File: src/rtl/dbg_bridge_pkg.sv
`default_nettype none
// ============================================================================
// Module      : dbg_bridge_pkg
// Description : Shared types and constants for the serial debug bus bridge:
//               FSM state encoding, response codes and default opcodes.
// Revision    : 1.0 - initial release
// ============================================================================
package dbg_bridge_pkg;

  // Bridge FSM states
  typedef enum logic [2:0] {
    IDLE = 3'd0,
    ADDR = 3'd1,
    DATA = 3'd2,
    BUS  = 3'd3,
    RESP = 3'd4
  } state_e;

  // Single-byte responses
  localparam logic [7:0] ACK = 8'h06;
  localparam logic [7:0] NAK = 8'h15;

  // Default frame opcodes ('W' and 'R')
  localparam logic [7:0] DEF_CMD_WRITE = 8'h57;
  localparam logic [7:0] DEF_CMD_READ  = 8'h52;

endpackage
`default_nettype wire

File: src/rtl/dbg_bus_bridge.sv
`default_nettype none
// ============================================================================
// Module      : dbg_bus_bridge
// Description : Serial-command bus initiator. Parses W/R frames from a UART
//               byte stream, performs one word access on the SoC bus and
//               returns ACK, read data or NAK as a response byte stream.
// Revision    : 1.0 - initial release
// ============================================================================
module dbg_bus_bridge
  import dbg_bridge_pkg::*;
#(
  parameter int unsigned TIMEOUT_CYCLES = 1_000_000,
  parameter logic [7:0]  CMD_WRITE      = DEF_CMD_WRITE,
  parameter logic [7:0]  CMD_READ       = DEF_CMD_READ
) (
  input  logic        clk,
  input  logic        reset,
  input  logic        rx_valid,
  input  logic [7:0]  rx_data,
  output logic        tx_valid,
  output logic [7:0]  tx_data,
  input  logic        tx_ready,
  output logic        bus_req,
  input  logic        bus_gnt,
  output logic [31:0] bus_addr,
  output logic [31:0] bus_wdata,
  output logic [3:0]  bus_we,
  input  logic [31:0] bus_rdata,
  output logic        busy,
  output logic        rx_drop
);

  // Timeout counter width; kept at least one bit for tiny timeouts
  localparam int unsigned   TW      = (TIMEOUT_CYCLES > 1) ? $clog2(TIMEOUT_CYCLES) : 1;
  localparam logic [TW-1:0] TMO_MAX = TW'(TIMEOUT_CYCLES - 1);

  state_e          state_q, state_d;
  logic [1:0]      cnt_q, cnt_d;       // byte index inside ADDR/DATA field
  logic            is_wr_q, is_wr_d;   // frame is a write
  logic [31:0]     addr_q, addr_d;     // word address, bits [1:0] held at 0
  logic [31:0]     wdata_q, wdata_d;
  logic [31:0]     resp_q, resp_d;     // response shift register, LSB first
  logic [2:0]      rcnt_q, rcnt_d;     // response bytes still to send
  logic [TW-1:0]   tmo_q, tmo_d;       // inter-byte idle counter

  // Next-state and datapath updates for the frame parser / bus FSM
  always_comb begin
    state_d = state_q;
    cnt_d   = cnt_q;
    is_wr_d = is_wr_q;
    addr_d  = addr_q;
    wdata_d = wdata_q;
    resp_d  = resp_q;
    rcnt_d  = rcnt_q;
    tmo_d   = tmo_q;

    case (state_q)
      IDLE: begin
        if (rx_valid) begin
          if (rx_data == CMD_WRITE || rx_data == CMD_READ) begin
            is_wr_d = (rx_data == CMD_WRITE);
            cnt_d   = 2'd0;
            tmo_d   = '0;
            state_d = ADDR;
          end else begin
            resp_d  = {24'h0, NAK};
            rcnt_d  = 3'd1;
            state_d = RESP;
          end
        end
      end

      ADDR: begin
        if (rx_valid) begin
          // An arriving byte wins over a simultaneous timeout expiry
          addr_d[{cnt_q, 3'b000} +: 8] = rx_data;
          addr_d[1:0] = 2'b00;
          tmo_d = '0;
          if (cnt_q == 2'd3) begin
            cnt_d   = 2'd0;
            state_d = is_wr_q ? DATA : BUS;
          end else begin
            cnt_d = cnt_q + 2'd1;
          end
        end else if (tmo_q == TMO_MAX) begin
          tmo_d   = '0;
          state_d = IDLE;
        end else begin
          tmo_d = tmo_q + 1'b1;
        end
      end

      DATA: begin
        if (rx_valid) begin
          wdata_d[{cnt_q, 3'b000} +: 8] = rx_data;
          tmo_d = '0;
          if (cnt_q == 2'd3) begin
            cnt_d   = 2'd0;
            state_d = BUS;
          end else begin
            cnt_d = cnt_q + 2'd1;
          end
        end else if (tmo_q == TMO_MAX) begin
          tmo_d   = '0;
          state_d = IDLE;
        end else begin
          tmo_d = tmo_q + 1'b1;
        end
      end

      BUS: begin
        // No timeout here: a withheld grant stalls the bridge indefinitely
        if (bus_gnt) begin
          if (is_wr_q) begin
            resp_d = {24'h0, ACK};
            rcnt_d = 3'd1;
          end else begin
            resp_d = bus_rdata;
            rcnt_d = 3'd4;
          end
          state_d = RESP;
        end
      end

      RESP: begin
        if (tx_ready) begin
          resp_d = {8'h00, resp_q[31:8]};
          rcnt_d = rcnt_q - 3'd1;
          if (rcnt_q == 3'd1) begin
            state_d = IDLE;
          end
        end
      end

      default: state_d = IDLE;
    endcase
  end

  // State and datapath registers; reset aborts any frame in flight
  always_ff @(posedge clk or posedge reset) begin
    if (reset) begin
      state_q <= IDLE;
      cnt_q   <= 2'd0;
      is_wr_q <= 1'b0;
      addr_q  <= 32'h0;
      wdata_q <= 32'h0;
      resp_q  <= 32'h0;
      rcnt_q  <= 3'd0;
      tmo_q   <= '0;
    end else begin
      state_q <= state_d;
      cnt_q   <= cnt_d;
      is_wr_q <= is_wr_d;
      addr_q  <= addr_d;
      wdata_q <= wdata_d;
      resp_q  <= resp_d;
      rcnt_q  <= rcnt_d;
      tmo_q   <= tmo_d;
    end
  end

  // Outputs decode straight from the state register so reset clears them at once
  assign bus_req   = (state_q == BUS);
  assign bus_addr  = addr_q;
  assign bus_wdata = wdata_q;
  assign bus_we    = (bus_req && is_wr_q) ? 4'hf : 4'h0;
  assign tx_valid  = (state_q == RESP);
  assign tx_data   = tx_valid ? resp_q[7:0] : 8'h00;
  assign busy      = (state_q != IDLE);
  assign rx_drop   = rx_valid && (state_q == BUS || state_q == RESP);

endmodule
`default_nettype wire

File: config.mk
export PLATFORM = sky130hd
export DESIGN_NAME = dbg_bus_bridge
export DESIGN_NICKNAME = d
export VERILOG_FILES = /design/src/rtl/dbg_bridge_pkg.sv /design/src/rtl/dbg_bus_bridge.sv
export SDC_FILE = /design/constraint.sdc
export NUM_CORES = 1
export LEC_CHECK = 0
export CAP_MARGIN = 15
export CORE_MARGIN = 2
export CORE_UTILIZATION = 25
export DETAILED_ROUTE_END_ITERATION = 6
export GPL_TIMING_DRIVEN = 0
export PLACE_DENSITY = 0.44
export SLEW_MARGIN = 20
export SYNTH_ARGS = -nofsm -noshare
export SYNTH_HDL_FRONTEND = slang
export SYNTH_SLANG_ARGS = --single-unit
File: constraint.sdc
create_clock -name clk -period 10.46 [get_ports clk]
set_input_delay 1.569 -clock clk [delete_from_list [all_inputs] [get_ports clk]]
set_output_delay 1.569 -clock clk [all_outputs]
set_load 0.05 [all_outputs]
# Word level (Yosys, flattened, before mapping)

Cells that the tools add are included.

Add/sub/neg operators: 4
Multipliers: 0
Divide/modulo/power cells: 0
Order comparisons: 0
Equal/unequal tests: 18
Shift-type cells: 2
Muxes and demuxes: 38
Bitwise logic cells: 0
Reductions and logical operators: 16

Operators with widths:

| operator                                                                 | count |
|---|---|
| 32-bit 2-to-1 mux                                                        | 5 |
| 32-bit one-hot mux with 3 select lines                                   | 1 |
| 20-bit 2-to-1 mux                                                        | 4 |
| 32-bit bitwise mux                                                       | 2 |
| 3-bit 2-to-1 mux                                                         | 15 |
| 20-bit one-hot mux with 2 select lines                                   | 1 |
| 8-bit by 7-bit variable shift with 32-bit output (first input constant)  | 1 |
| 8-bit by 7-bit indexed part select with 32-bit output                    | 1 |
| 20-bit by 1-bit adder with 20-bit output (second input constant)         | 1 |
| 20-bit equality test (second input constant)                             | 1 |
| 8-bit by 7-bit equality test with 1-bit output (second input constant)   | 2 |
| 3-bit one-hot mux with 5 select lines                                    | 1 |
| 3-bit one-hot mux with 3 select lines                                    | 1 |
| 2-bit 2-to-1 mux                                                         | 4 |
| 8-bit 2-to-1 mux                                                         | 1 |
| 2-bit by 1-bit inequality test with 1-bit output (second input constant) | 4 |
| 5-bit negation with 7-bit output                                         | 1 |
| 3-bit by 1-bit equality test with 1-bit output (second input constant)   | 2 |
| 3-bit by 2-bit equality test with 1-bit output (second input constant)   | 2 |
| 2-bit inequality test (second input constant)                            | 3 |
| 3-bit inequality test (second input constant)                            | 2 |
| 3-bit AND reduction                                                      | 2 |
| 6-bit AND reduction                                                      | 1 |
| 3-bit nonzero test                                                       | 2 |
| other kinds (15)                                                         | 18 |

Register bits: 123
Latch bits: 0
Bits in writable memories: 0
Bits in read-only memories: 0
Input port bits: 45
Output and inout port bits: 80
Word-level logic and storage cells: 86
Memories: 0

# Longest topological paths before layout

Depth after elaboration: 5
Mapped depth: 9
Mapped depth without buffers: 6

# Least setup slack after synthesis

Ideal clock, no wire load.

Path type: input to output
From: in rx_valid
To: out rx_drop
Arrival: 2.578 ns
Required time: 8.891 ns
Setup slack: 6.313 ns
Stages on the path: 2
Buffers on the path: 1
Cell sequence: clkbuf_1 > nor2b_1

Longest elaborated chain between the ends: 1

Ends and longest elaborated chain:

| item              | line                  | RTL |
|---|---|---|
| start, declared   | dbg_bus_bridge.sv:18  | `input logic rx_valid,` |
| 1-bit logical AND | dbg_bus_bridge.sv:170 | `assign rx_drop = rx_valid && (state_q == BUS \|\| state_q == RESP);` |
| end, declared     | dbg_bus_bridge.sv:30  | `output logic rx_drop` |

Every way passes these cells.

# Final worst setup path

Same ends and word-level chain as after synthesis.

==> impl_metrics.json <==
{
  "depth_of_the_worst_register_to_register_path": 5,
  "routabilityCongestion": 0.755,
  "detail_route.vias_per_cell": 4.60,
  "max_slew_margin_pct": 28.0,
  "reg_to_reg_startpoint": "cnt_q[0]$_DFFE_PP0P_",
  "worstReg2RegEnd": "bus_addr[31]$_DFFE_PP0P_",
  "setup_viol": 0,
  "initial_antenna_violation_count": 1,
  "cp.arrival_ns": 3.62,
  "area_growth_pct": 38.5,
  "async_flop_share_pct": 100,
  "postRouteWirelength_um": 17100,
  "worstPathRequired_ns": 8.89,
  "worstPathBufferInverterCount": 3,
  "drv_slew": 0,
  "synth_edf_count": 0,
  "postRouteAntennaNets": 0,
  "detailed_place_hpwl_um": 12400,
  "numPlacedInstances": 1042,
  "postCtsHoldBufs": 0,
  "cts.clk_slew.worst_paths_ns": 0.06,
  "cellPowerDensity_nw_per_um2": 250,
  "die_y_extent_um": 157,
  "worst_setup_path_end_kind": "primary output",
  "clkLatencyLatePin_ns": 0.41,
  "clock_skew_ns": 0.00655,
  "min_delay_path_class": "flip-flop to flip-flop",
  "setup_repair_after_global_routing_missed_its_margin": "false",
  "die_width_um": 157,
  "final_hold_viol_count": 0,
  "fin_crit_sh_pct": 49.6,
  "yosysWarnings": 0,
  "critical_path.top_delay_family": "buffers and inverters",
  "setup_ws_ns": 5.28,
  "kind_of_start_point_of_the_critical_path": "input port",
  "design_power_total_mw": 2.02,
  "number_of_clock_buffers_inserted_by_tritoncts": 17,
  "timing.critical_path.depth": 4,
  "std_cell_rows": 55,
  "cts_num_sinks": 123,
  "clock.fmax_mhz": 193,
  "postSynth.topFlopCell": "sky130_fd_sc_hd__dfrtp_1",
  "drt_drc_violations_left": 0,
  "cp_slowest_cell": "sky130_fd_sc_hd__clkdlybuf4s50_1",
  "most_used_cells_in_the_layout_excluding_fill_and_tap_cells": "138 x sky130_fd_sc_hd__nand2_1, 123 x sky130_fd_sc_hd__dfrtp_1, 121 x sky130_fd_sc_hd__clkdlybuf4s50_1, 68 x sky130_fd_sc_hd__o21ai_0, 56 x sky130_fd_sc_hd__nor2_1",
  "initialDrtViolationCount": 279,
  "tritoncts": "done",
  "clockRootBuffer": "sky130_fd_sc_hd__clkbuf_16",
  "maxCapViolations": 0,
  "num_vias": 4946,
  "grt_pass1_vias": 4872,
  "initial_core_util_pct": 25.6,
  "crit_path_end": "rx_drop",
  "yosysUniqueCellTypes": 64,
  "post_route_cells_drive_above_1_share_pct": 12.4,
  "multiInputGateArea_sq_um": 2470,
  "vdd_drop_max_uv": 112,
  "number_of_flip_flops_and_latches_in_the_synthesized_netlist": 123,
  "fp.dieArea_sq_um": 24600,
  "crit_path_frequent_cell": "sky130_fd_sc_hd__clkdlybuf4s50_1",
  "grt_start_max_net_pins": 69,
  "net_total_in_the_final_layout": 800,
  "seqCellArea_sq_um": 3080,
  "period_needed_ns": 5.18,
  "post_synth_instance_area_sq_um": 5830,
  "grt_pass1_wl_um": 27300,
  "grtUsageTotal_pct": 14.2,
  "cts_max_path_buffers": 2,
  "drt_pass1_iterations": 7,
  "critical_path.startpoint": "rx_valid",
  "category_of_the_critical_setup_timing_path": "input port to primary output",
  "pin_count": 125,
  "cell_count_after_synthesis": 606,
  "layout.cells.most_common": "sky130_fd_sc_hd__nand2_1",
  "ordered_list_of_cells_on_the_worst_path": "clkdlybuf4s50_1 > clkbuf_1 > nor2b_1 > clkdlybuf4s50_1",
  "synth.yosys.seq_area_share_pct": 52.8,
  "h_tree_depth": 4,
  "gr-total-overflow": 0,
  "power.static_leakage_nw": 3.43,
  "post-cts-setup-buffers": 0,
  "post_cts_resized": 0,
  "critical_path.max_fanout": 10,
  "crit_path_max_incr_delay_ns": 0.83,
  "fin_hold_ws_ns": 0.473,
  "worst_slew_pin_slew_ns": 1.07,
  "wl_per_cell_um": 15.9,
  "timing.reg2reg.setup_slack_ns": 8.16,
  "avgSynthCellArea_sq_um": 9.63,
  "status": "completed",
  "finalNonFillerCells": 1075,
  "pre_cts_ws_ns": 5.26,
  "finalSetupTns_ns": 0,
  "numPortBuffers": 121,
  "design.core.area_sq_um": 22800,
  "n_fill_cell": 2285
}
cell type report:
class / count / area share [%]
inverter: 10 / 0.527
multi-input combinational: 433 / 30.6
timing repair buffer: 122 / 15.3
clock inverter: 15 / 2.18
buffer: 41 / 3.11
clock buffer: 17 / 5.27
sequential: 123 / 38.1
antenna: 1 / 0.0310
tap: 313 / 4.85
cell usage after synthesis (2+ instances only):
cell type                   number  area (sq um)
sky130_fd_sc_hd__a21oi_1         3          15.0
sky130_fd_sc_hd__a21oi_2         6          52.6
sky130_fd_sc_hd__a221oi_1        8          70.1
sky130_fd_sc_hd__a221oi_2       14           210
sky130_fd_sc_hd__a22o_1          6          52.6
sky130_fd_sc_hd__a31oi_1        11          68.8
sky130_fd_sc_hd__a41oi_1         2          17.5
sky130_fd_sc_hd__and2_1          4          25.0
sky130_fd_sc_hd__and3_1         11          68.8
sky130_fd_sc_hd__and4_1          2          17.5
sky130_fd_sc_hd__buf_2           8          40.0
sky130_fd_sc_hd__buf_4          10          75.1
sky130_fd_sc_hd__buf_6           5          56.3
sky130_fd_sc_hd__clkbuf_1       16          60.1
sky130_fd_sc_hd__dfrtp_1       123          3080
sky130_fd_sc_hd__ha_1            7          87.6
sky130_fd_sc_hd__inv_1           9          33.8
sky130_fd_sc_hd__mux2_2          3          33.8
sky130_fd_sc_hd__mux2i_1         3          30.0
sky130_fd_sc_hd__nand2_1       138           518
sky130_fd_sc_hd__nand3_1        20           100
sky130_fd_sc_hd__nand4_1         3          18.8
sky130_fd_sc_hd__nand4bb_1       2          22.5
sky130_fd_sc_hd__nor2_1         56           210
sky130_fd_sc_hd__nor2b_1         2          12.5
sky130_fd_sc_hd__nor3_1          6          30.0
sky130_fd_sc_hd__nor3b_1         2          15.0
sky130_fd_sc_hd__nor4_1          2          12.5
sky130_fd_sc_hd__nor4b_1         2          17.5
sky130_fd_sc_hd__o21ai_0        68           340
sky130_fd_sc_hd__o21ai_1         9          45.0
sky130_fd_sc_hd__o31a_1          2          17.5
sky130_fd_sc_hd__o31ai_1         3          22.5
sky130_fd_sc_hd__or2b_1          3          22.5
sky130_fd_sc_hd__or3_1           2          12.5
sky130_fd_sc_hd__or3b_1          2          17.5
sky130_fd_sc_hd__xnor2_1         3          26.3
sky130_fd_sc_hd__xor2_1          4          35.0
logic make-up (layout without fill, tap and decap cells):
logic type,after synthesis,count (layout),synth area share [%]
mux,6,6,1.09
fa+ha+maj,7,7,1.50
compound gates,143,143,17.6
simple gates,268,268,21.0
flops,123,123,52.8
buf+inv,51,205,4.95
xor+xnor,7,7,1.05
other cells,1,3,0.0643
report_power, final:
group | total (mW) | internal [mW] | leakage (nW) | switching, mW
clock network | 0.608 | 0.361 | 0.301 | 0.247
logic | 0.773 | 0.271 | 1.47 | 0.502
registers | 0.639 | 0.574 | 1.65 | 0.0646
per-stage QoR:
stage	area, sq um	utilization (%)
floorplan	5840	-
global placement	7440	32.7
detailed placement	7470	32.8
CTS	8080	35.5
global route	8080	35.5
finish	8080	35.5
worst min-delay path, cell delays in order (launching register included):
cell	delay, ns
sky130_fd_sc_hd__dfrtp_1	0.34
sky130_fd_sc_hd__nand2_1	0.05
sky130_fd_sc_hd__nand2_1	0.05
flip-flops by register name, summed over array words and instances (netlist names):
name,count
bus_addr,30
bus_wdata,32
rcnt_q,3
resp_q,32
cnt_q,2
is_wr_q,1
tmo_q,20
state_q,3
per-layer routing:
layer	share of wire, %	up-vias	track usage, %
met5	0	-	0
met4	1.2	0	4.15
met3	4.8	14	3.13
met2	48	135	23.3
met1	46	2397	18.9
li1	-	2400	-
worst min-delay path by stage:
| stage | startpoint | endpoint | slack (ns) | depth (start not counted) |
|---|---|---|---|---|
| 6_report | resp_q[29]$_DFFE_PP0P_ | resp_q[29]$_DFFE_PP0P_ | 0.47 | 2 |
| 5_1_grt | resp_q[29]$_DFFE_PP0P_ | resp_q[29]$_DFFE_PP0P_ | 0.50 | 2 |
| 4_1_cts | resp_q[29]$_DFFE_PP0P_ | resp_q[29]$_DFFE_PP0P_ | 0.47 | 2 |
| 3_5_place_dp | resp_q[29]$_DFFE_PP0P_ | resp_q[29]$_DFFE_PP0P_ | 0.46 | 2 |
| 3_3_place_gp | resp_q[29]$_DFFE_PP0P_ | resp_q[29]$_DFFE_PP0P_ | 0.46 | 2 |
| 2_1_floorplan | resp_q[26]$_DFFE_PP0P_ | resp_q[26]$_DFFE_PP0P_ | 0.44 | 2 |
Power figures use the tool's default switching activity.
